## src/rtl/ctrl_encode_def_pkg.sv

```systemverilog
// Shared control encodings: fetch FSM states, boot address, next-PC op codes.
package ctrl_encode_def_pkg;

    // First fetch address after reset unless overridden at the top level.
    localparam logic [31:0] RESET_PC_DEF = 32'h0000_0000;

    // Fetch sequencer states.
    typedef enum logic [1:0] {
        ST_BOOT = 2'b00,
        ST_REQ  = 2'b01,
        ST_RESP = 2'b10
    } fetch_state_e;

    // Next-PC datapath operation codes (consumed by the next-PC datapath).
    localparam logic [1:0] NPC_PLUS4  = 2'b00;
    localparam logic [1:0] NPC_BRANCH = 2'b01;
    localparam logic [1:0] NPC_JUMP   = 2'b10;
    localparam logic [1:0] NPC_JALR   = 2'b11;

    // Instruction fetches are always word aligned; drop the byte offset.
    function automatic logic [31:0] word_align(input logic [31:0] addr);
        return addr & 32'hFFFF_FFFC;
    endfunction

endpackage

```

## src/rtl/fetch_pc_ctrl_buf.sv

```systemverilog
// One-entry IF/ID output buffer with valid/ready handshake and flush.
module fetch_buf (
    input  logic        clk,
    input  logic        rstn,
    input  logic        load_i,
    input  logic [31:0] load_pc_i,
    input  logic [31:0] load_instr_i,
    input  logic        flush_i,
    input  logic        ready_i,
    output logic        valid_o,
    output logic [31:0] pc_o,
    output logic [31:0] instr_o
);

    logic        valid_q, valid_d;
    logic [31:0] pc_q, pc_d;
    logic [31:0] instr_q, instr_d;

    // Next contents: flush wins, then a new load (which may replace an entry
    // being consumed in the same cycle), then a plain consume.
    always_comb begin
        valid_d = valid_q;
        pc_d    = pc_q;
        instr_d = instr_q;
        if (flush_i) begin
            valid_d = 1'b0;
        end else if (load_i) begin
            valid_d = 1'b1;
            pc_d    = load_pc_i;
            instr_d = load_instr_i;
        end else if (valid_q && ready_i) begin
            valid_d = 1'b0;
        end
    end

    // Buffer registers with synchronous active-low reset.
    always_ff @(posedge clk) begin
        if (!rstn) begin
            valid_q <= 1'b0;
            pc_q    <= 32'h0;
            instr_q <= 32'h0;
        end else begin
            valid_q <= valid_d;
            pc_q    <= pc_d;
            instr_q <= instr_d;
        end
    end

    assign valid_o = valid_q;
    assign pc_o    = pc_q;
    assign instr_o = instr_q;

endmodule

```

## src/rtl/fetch_pc_ctrl.sv

```systemverilog
// Fetch PC sequencer: one outstanding instruction-memory request at a time,
// redirect handling with response kill, and a one-entry IF/ID buffer.
module fetch_pc_ctrl
    import ctrl_encode_def_pkg::*;
#(
    parameter logic [31:0] RESET_PC = RESET_PC_DEF
) (
    input  logic        clk,
    input  logic        rstn,
    input  logic        redir_valid_i,
    input  logic [31:0] redir_target_i,
    output logic        imem_req_o,
    output logic [31:0] imem_addr_o,
    input  logic        imem_gnt_i,
    input  logic        imem_rvalid_i,
    input  logic [31:0] imem_rdata_i,
    output logic        if_valid_o,
    output logic [31:0] if_pc_o,
    output logic [31:0] if_instr_o,
    input  logic        if_ready_i,
    output logic        flush_o,
    output logic        misalign_o
);

    fetch_state_e state_q, state_d;
    logic [31:0]  addr_q, addr_d;
    logic [31:0]  pend_q, pend_d;
    logic         kill_q, kill_d;
    logic         buf_load;
    logic         gnt_fire;
    logic [31:0]  tgt_aligned;

    assign tgt_aligned = word_align(redir_target_i);
    assign gnt_fire    = imem_req_o & imem_gnt_i;
    assign imem_addr_o = addr_q;

    // State register.
    always_ff @(posedge clk) begin
        if (!rstn) begin
            state_q <= ST_BOOT;
        end else begin
            state_q <= state_d;
        end
    end

    // Address, kill flag and pending redirect target registers.
    always_ff @(posedge clk) begin
        if (!rstn) begin
            addr_q <= RESET_PC;
            pend_q <= 32'h0;
            kill_q <= 1'b0;
        end else begin
            addr_q <= addr_d;
            pend_q <= pend_d;
            kill_q <= kill_d;
        end
    end

    // Next-state logic; a redirect always takes priority over grant/response.
    // While a request is outstanding the address register keeps the fetched
    // PC so the response can be tagged; the redirect target waits in pend_q.
    always_comb begin
        state_d = state_q;
        addr_d  = addr_q;
        pend_d  = pend_q;
        kill_d  = kill_q;
        case (state_q)
            ST_BOOT: begin
                state_d = ST_REQ;
                if (redir_valid_i) begin
                    addr_d = tgt_aligned;
                end
            end
            ST_REQ: begin
                if (redir_valid_i) begin
                    if (gnt_fire) begin
                        state_d = ST_RESP;
                        kill_d  = 1'b1;
                        pend_d  = tgt_aligned;
                    end else begin
                        addr_d = tgt_aligned;
                    end
                end else if (gnt_fire) begin
                    state_d = ST_RESP;
                end
            end
            ST_RESP: begin
                if (redir_valid_i) begin
                    if (imem_rvalid_i) begin
                        state_d = ST_REQ;
                        kill_d  = 1'b0;
                        addr_d  = tgt_aligned;
                    end else begin
                        kill_d = 1'b1;
                        pend_d = tgt_aligned;
                    end
                end else if (imem_rvalid_i) begin
                    state_d = ST_REQ;
                    kill_d  = 1'b0;
                    addr_d  = kill_q ? pend_q : addr_q + 32'd4;
                end
            end
            default: begin
                state_d = ST_BOOT;
            end
        endcase
    end

    // Outputs: request only when the buffer has room (empty or draining this
    // cycle), which keeps a returning response from ever meeting a full buffer.
    always_comb begin
        imem_req_o = 1'b0;
        buf_load   = 1'b0;
        flush_o    = redir_valid_i;
        misalign_o = redir_valid_i & (|redir_target_i[1:0]);
        case (state_q)
            ST_REQ:  imem_req_o = ~if_valid_o | if_ready_i;
            ST_RESP: buf_load   = imem_rvalid_i & ~kill_q & ~redir_valid_i;
            default: begin
                imem_req_o = 1'b0;
                buf_load   = 1'b0;
            end
        endcase
    end

    fetch_buf u_buf (
        .clk          (clk),
        .rstn         (rstn),
        .load_i       (buf_load),
        .load_pc_i    (addr_q),
        .load_instr_i (imem_rdata_i),
        .flush_i      (redir_valid_i),
        .ready_i      (if_ready_i),
        .valid_o      (if_valid_o),
        .pc_o         (if_pc_o),
        .instr_o      (if_instr_o)
    );

endmodule

```

## config.mk

```make
export PLATFORM = sky130hd
export DESIGN_NAME = fetch_pc_ctrl
export DESIGN_NICKNAME = d
export VERILOG_FILES = /design/src/rtl/ctrl_encode_def_pkg.sv /design/src/rtl/fetch_pc_ctrl_buf.sv /design/src/rtl/fetch_pc_ctrl.sv
export SDC_FILE = /design/constraint.sdc
export NUM_CORES = 1
export LEC_CHECK = 0
export CORE_AREA = 2 2 124 126
export DETAILED_ROUTE_END_ITERATION = 7
export DIE_AREA = 0 0 126 128
export HOLD_SLACK_MARGIN = 0.02
export PLACE_DENSITY = 0.76
export SETUP_SLACK_MARGIN = 0.05
export SLEW_MARGIN = 20
export SYNTH_ARGS = -nofsm -noshare
export SYNTH_HDL_FRONTEND = slang
export SYNTH_HIERARCHICAL = 1
export SYNTH_SLANG_ARGS = --single-unit
```

## constraint.sdc

```tcl
create_clock -name clk -period 1.7 [get_ports clk]
set_input_delay 0.17 -clock clk [delete_from_list [all_inputs] [get_ports clk]]
set_output_delay 0.17 -clock clk [all_outputs]
set_load 0.1 [all_outputs]
```

==> results.ini <==
[timing]
finalHoldViolCount = 0
max_freq_ghz = 0.532
worst_slew_pin_slew_ns = 0.563
setup_viol = 68
slew_headroom = 0.625
timing.hold.ws_ns = 0.0831
min_period_ns = 1.88
finClkSkew_ns = 0.00863
period_share = 1.11
drv_slew = 0
setup_ws_ns = -0.181
rsz0062_at_grt = yes

[pwr]
switching_share = 0.310
pwr-share-comb = 0.230
total_power_mw = 8.87
p_per_area_mw_per_mm2 = 874
pwr-share-clk = 0.404
p_leak_nw = 3.96
seq_power_share = 0.366
p_sw_mw = 2.75
internal_power_mw = 6.12
peakVddDrop_mv = 0.785

[placed_design]
gp_congestion = 0.871
dp_slack_ns = -0.318
port_buffers = 167
hpwl_um = 13300

[clock_network]
root_buffer = clkbuf_16
insertion_delay_ns = 0.42
cts-htree-levels = 4
cts_tree = done
cts-buffers-inserted = 17
cts_num_sinks = 128
clk_path_buf_depth = 2
cts.clk_slew.worst_paths_ns = 0.06

[worst_setup_path]
slowest_stage = o32ai_1
slowest_delay_ns = 0.39
critPathLaunchType = flip-flop
startpoint = imem_addr_o[2]
worst-path-max-fanout = 4
crit_path_end_kind = flip-flop
path_cells = ha_4 > nand4_1 > buf_4 > nor2_4 > buf_12 > nand3_4 > o32ai_1 > nor3_1
rr_startpoint = imem_addr_o[2]
crit_buf_inv = 2
required_ns = 1.99
crit_family = simple AND/OR/NAND/NOR gates
worstSetupPathType = reg -> reg
cp_data_arrival_time_ns = 2.17

[die]
start_util = 0.431
dieArea_mm2 = 0.0161
rows = 45
die_h_um = 128
core-area_mm2 = 0.0149
die_x_um = 126
io_pins = 170

[final_layout]
syn2layout_area_growth_pct = 58.3
fin_nets = 1039
drive_above_1_share = 0.332
fillCellCount = 1139
diodes = 0

[job]
cap_violations = 0

[synth]
ys_async_sr_fraction = 0
synth_commonest_cells = nand2_1, dfxtp_1, mux2i_1, nor2_1, a21oi_1
syn_inst = 731
synthTopCellsByArea = dfxtp_1, mux2i_1, nand2_1
yosysMostFrequentCell = nand2_1
synth_edf_count = 0
synth.distinct_cells = 66
ys_ff_latch = 128
synth-seq-area-share = 0.400
synth_flop_cell = dfxtp_1
syn_avg_cell_area_um2 = 8.77
synth_area_mm2 = 0.00641
yosys_warnings = 6
yosys.area.top_type_share = 0.400
synth.largest_area_cell = dfxtp_1

[drt]
wl_um = 21800
drtIter0Drc = 678
post_drt_wl_per_cell_um = 18.6
num_vias = 6490
viasPerCell = 5.55
first_pass_iters = 5
drc = 0
ant_nets = 0

[run_status]
violations = setup timing
outcome = complete, but fails checks

[global_routing]
grt_start_max_net_pins = 62
grt_usage = 0.248
grt_pass1_vias = 6093
antenna_found_initial = 0
grt_remaining_overflow = 0
grt_pass1_wl_um = 31900

[min_path]
hold_path.class = in -> reg
min_from = rstn

-- registers in the layout, indices dropped and copies added (netlist names) --
register and cells:
pend_q 30, imem_addr_o 30, kill_q 1, u_buf/pc_o 32, u_buf/instr_o 32, state_q 2, u_buf/valid_o 1
-- logic make-up (layout without fill, tap and decap cells) --
group | count (synthesis) | count (layout) | share of synthesized area
buffers and inverters | 66 | 312 | 0.0797
other | 1 | 4 | 0.000585
adder cells (fa/ha/maj) | 1 | 1 | 0.00195
AND/OR/NAND/NOR | 302 | 303 | 0.222
multiplexers | 101 | 101 | 0.158
AO/OA/AOI/OAI | 121 | 121 | 0.122
XOR/XNOR | 11 | 11 | 0.0150
flip-flops | 128 | 128 | 0.400
-- cell type report --
cell class	count	area, µm²	share of cell area
multi-input combinational	541	3620	0.357
sequential	128	2670	0.263
inverter	7	26.3	0.00259
tap	188	235	0.0232
timing repair buffer	273	3000	0.296
clock inverter	10	65.1	0.00642
clock buffer	22	518	0.0511
-- power groups by stage --
stage / Clock (mW) / Combinational (mW) / Sequential [mW]
after floorplan: 0 / 0.610 / 3.76
after CTS: 3.61 / 1.92 / 3.23
after global placement: 0 / 1.84 / 3.29
after global routing: 3.75 / 2.12 / 3.26
final: 3.59 / 2.04 / 3.25
after detailed placement: 0 / 1.86 / 3.29
-- path summary, 6_finish.rpt --
kind                                     endpoint  slack, ns  cells after the start
worst max-delay path              imem_addr_o[30]      -0.18                      8
worst min-delay path              imem_addr_o[22]       0.08                      3
worst max register to register    imem_addr_o[30]      -0.18                      8
worst min register to register  u_buf/instr_o[21]       0.46                      2
-- through the flow --
step           instances  TNS (ns)  utilization  instance area (µm²)
6_report            1169     -4.20        0.682                10100
5_1_grt             1169     -8.06        0.682                10100
4_1_cts             1158    -0.367        0.653                 9710
3_5_place_dp        1111    -29.21        0.596                 8860
3_3_place_gp        1111    -24.55        0.596                 8860
2_1_floorplan        734    -0.419            -                 6590
-- what timing repair did --
| action | CTS | global route |
|---|---|---|
| setup endpoints to repair | 107 | 115 |
| cloned | 4 | 7 |
| setup buffers | 12 | 5 |
| gates resized for setup | 22 | 55 |
| pin swaps | 12 | 21 |
| hold buffers | 0 | 0 |
-- worst min-delay path, cell delays in order --
cell,delay [ns]
buf_4,0.16
nand2_1,0.07
o22ai_1,0.05
-- placed cells by master, fill, tap and decap left out, types with 7 or more instances in the layout --
cell               n
nand2_1          158
buf_4            140
mux2i_1           98
dfxtp_1           96
clkdlybuf4s50_1   67
nor2_1            49
buf_12            46
a21oi_1           35
clkbuf_16         26
dfxtp_4           26
o21ai_0           24
nand3_1           17
nand4_1           12
buf_6              9
a31oi_1            8
and3_1             8
inv_1              7
o211ai_1           7
-- per-layer routing --
layer | track usage | part of all wire | up-vias
met5 | 0 | 0 | -
met4 | 0.109 | 0.035 | 0
met3 | 0.0530 | 0.075 | 62
met2 | 0.407 | 0.48 | 372
met1 | 0.316 | 0.41 | 3021
li1 | - | - | 3035
Note: power is estimated with default switching activity, not from simulation.
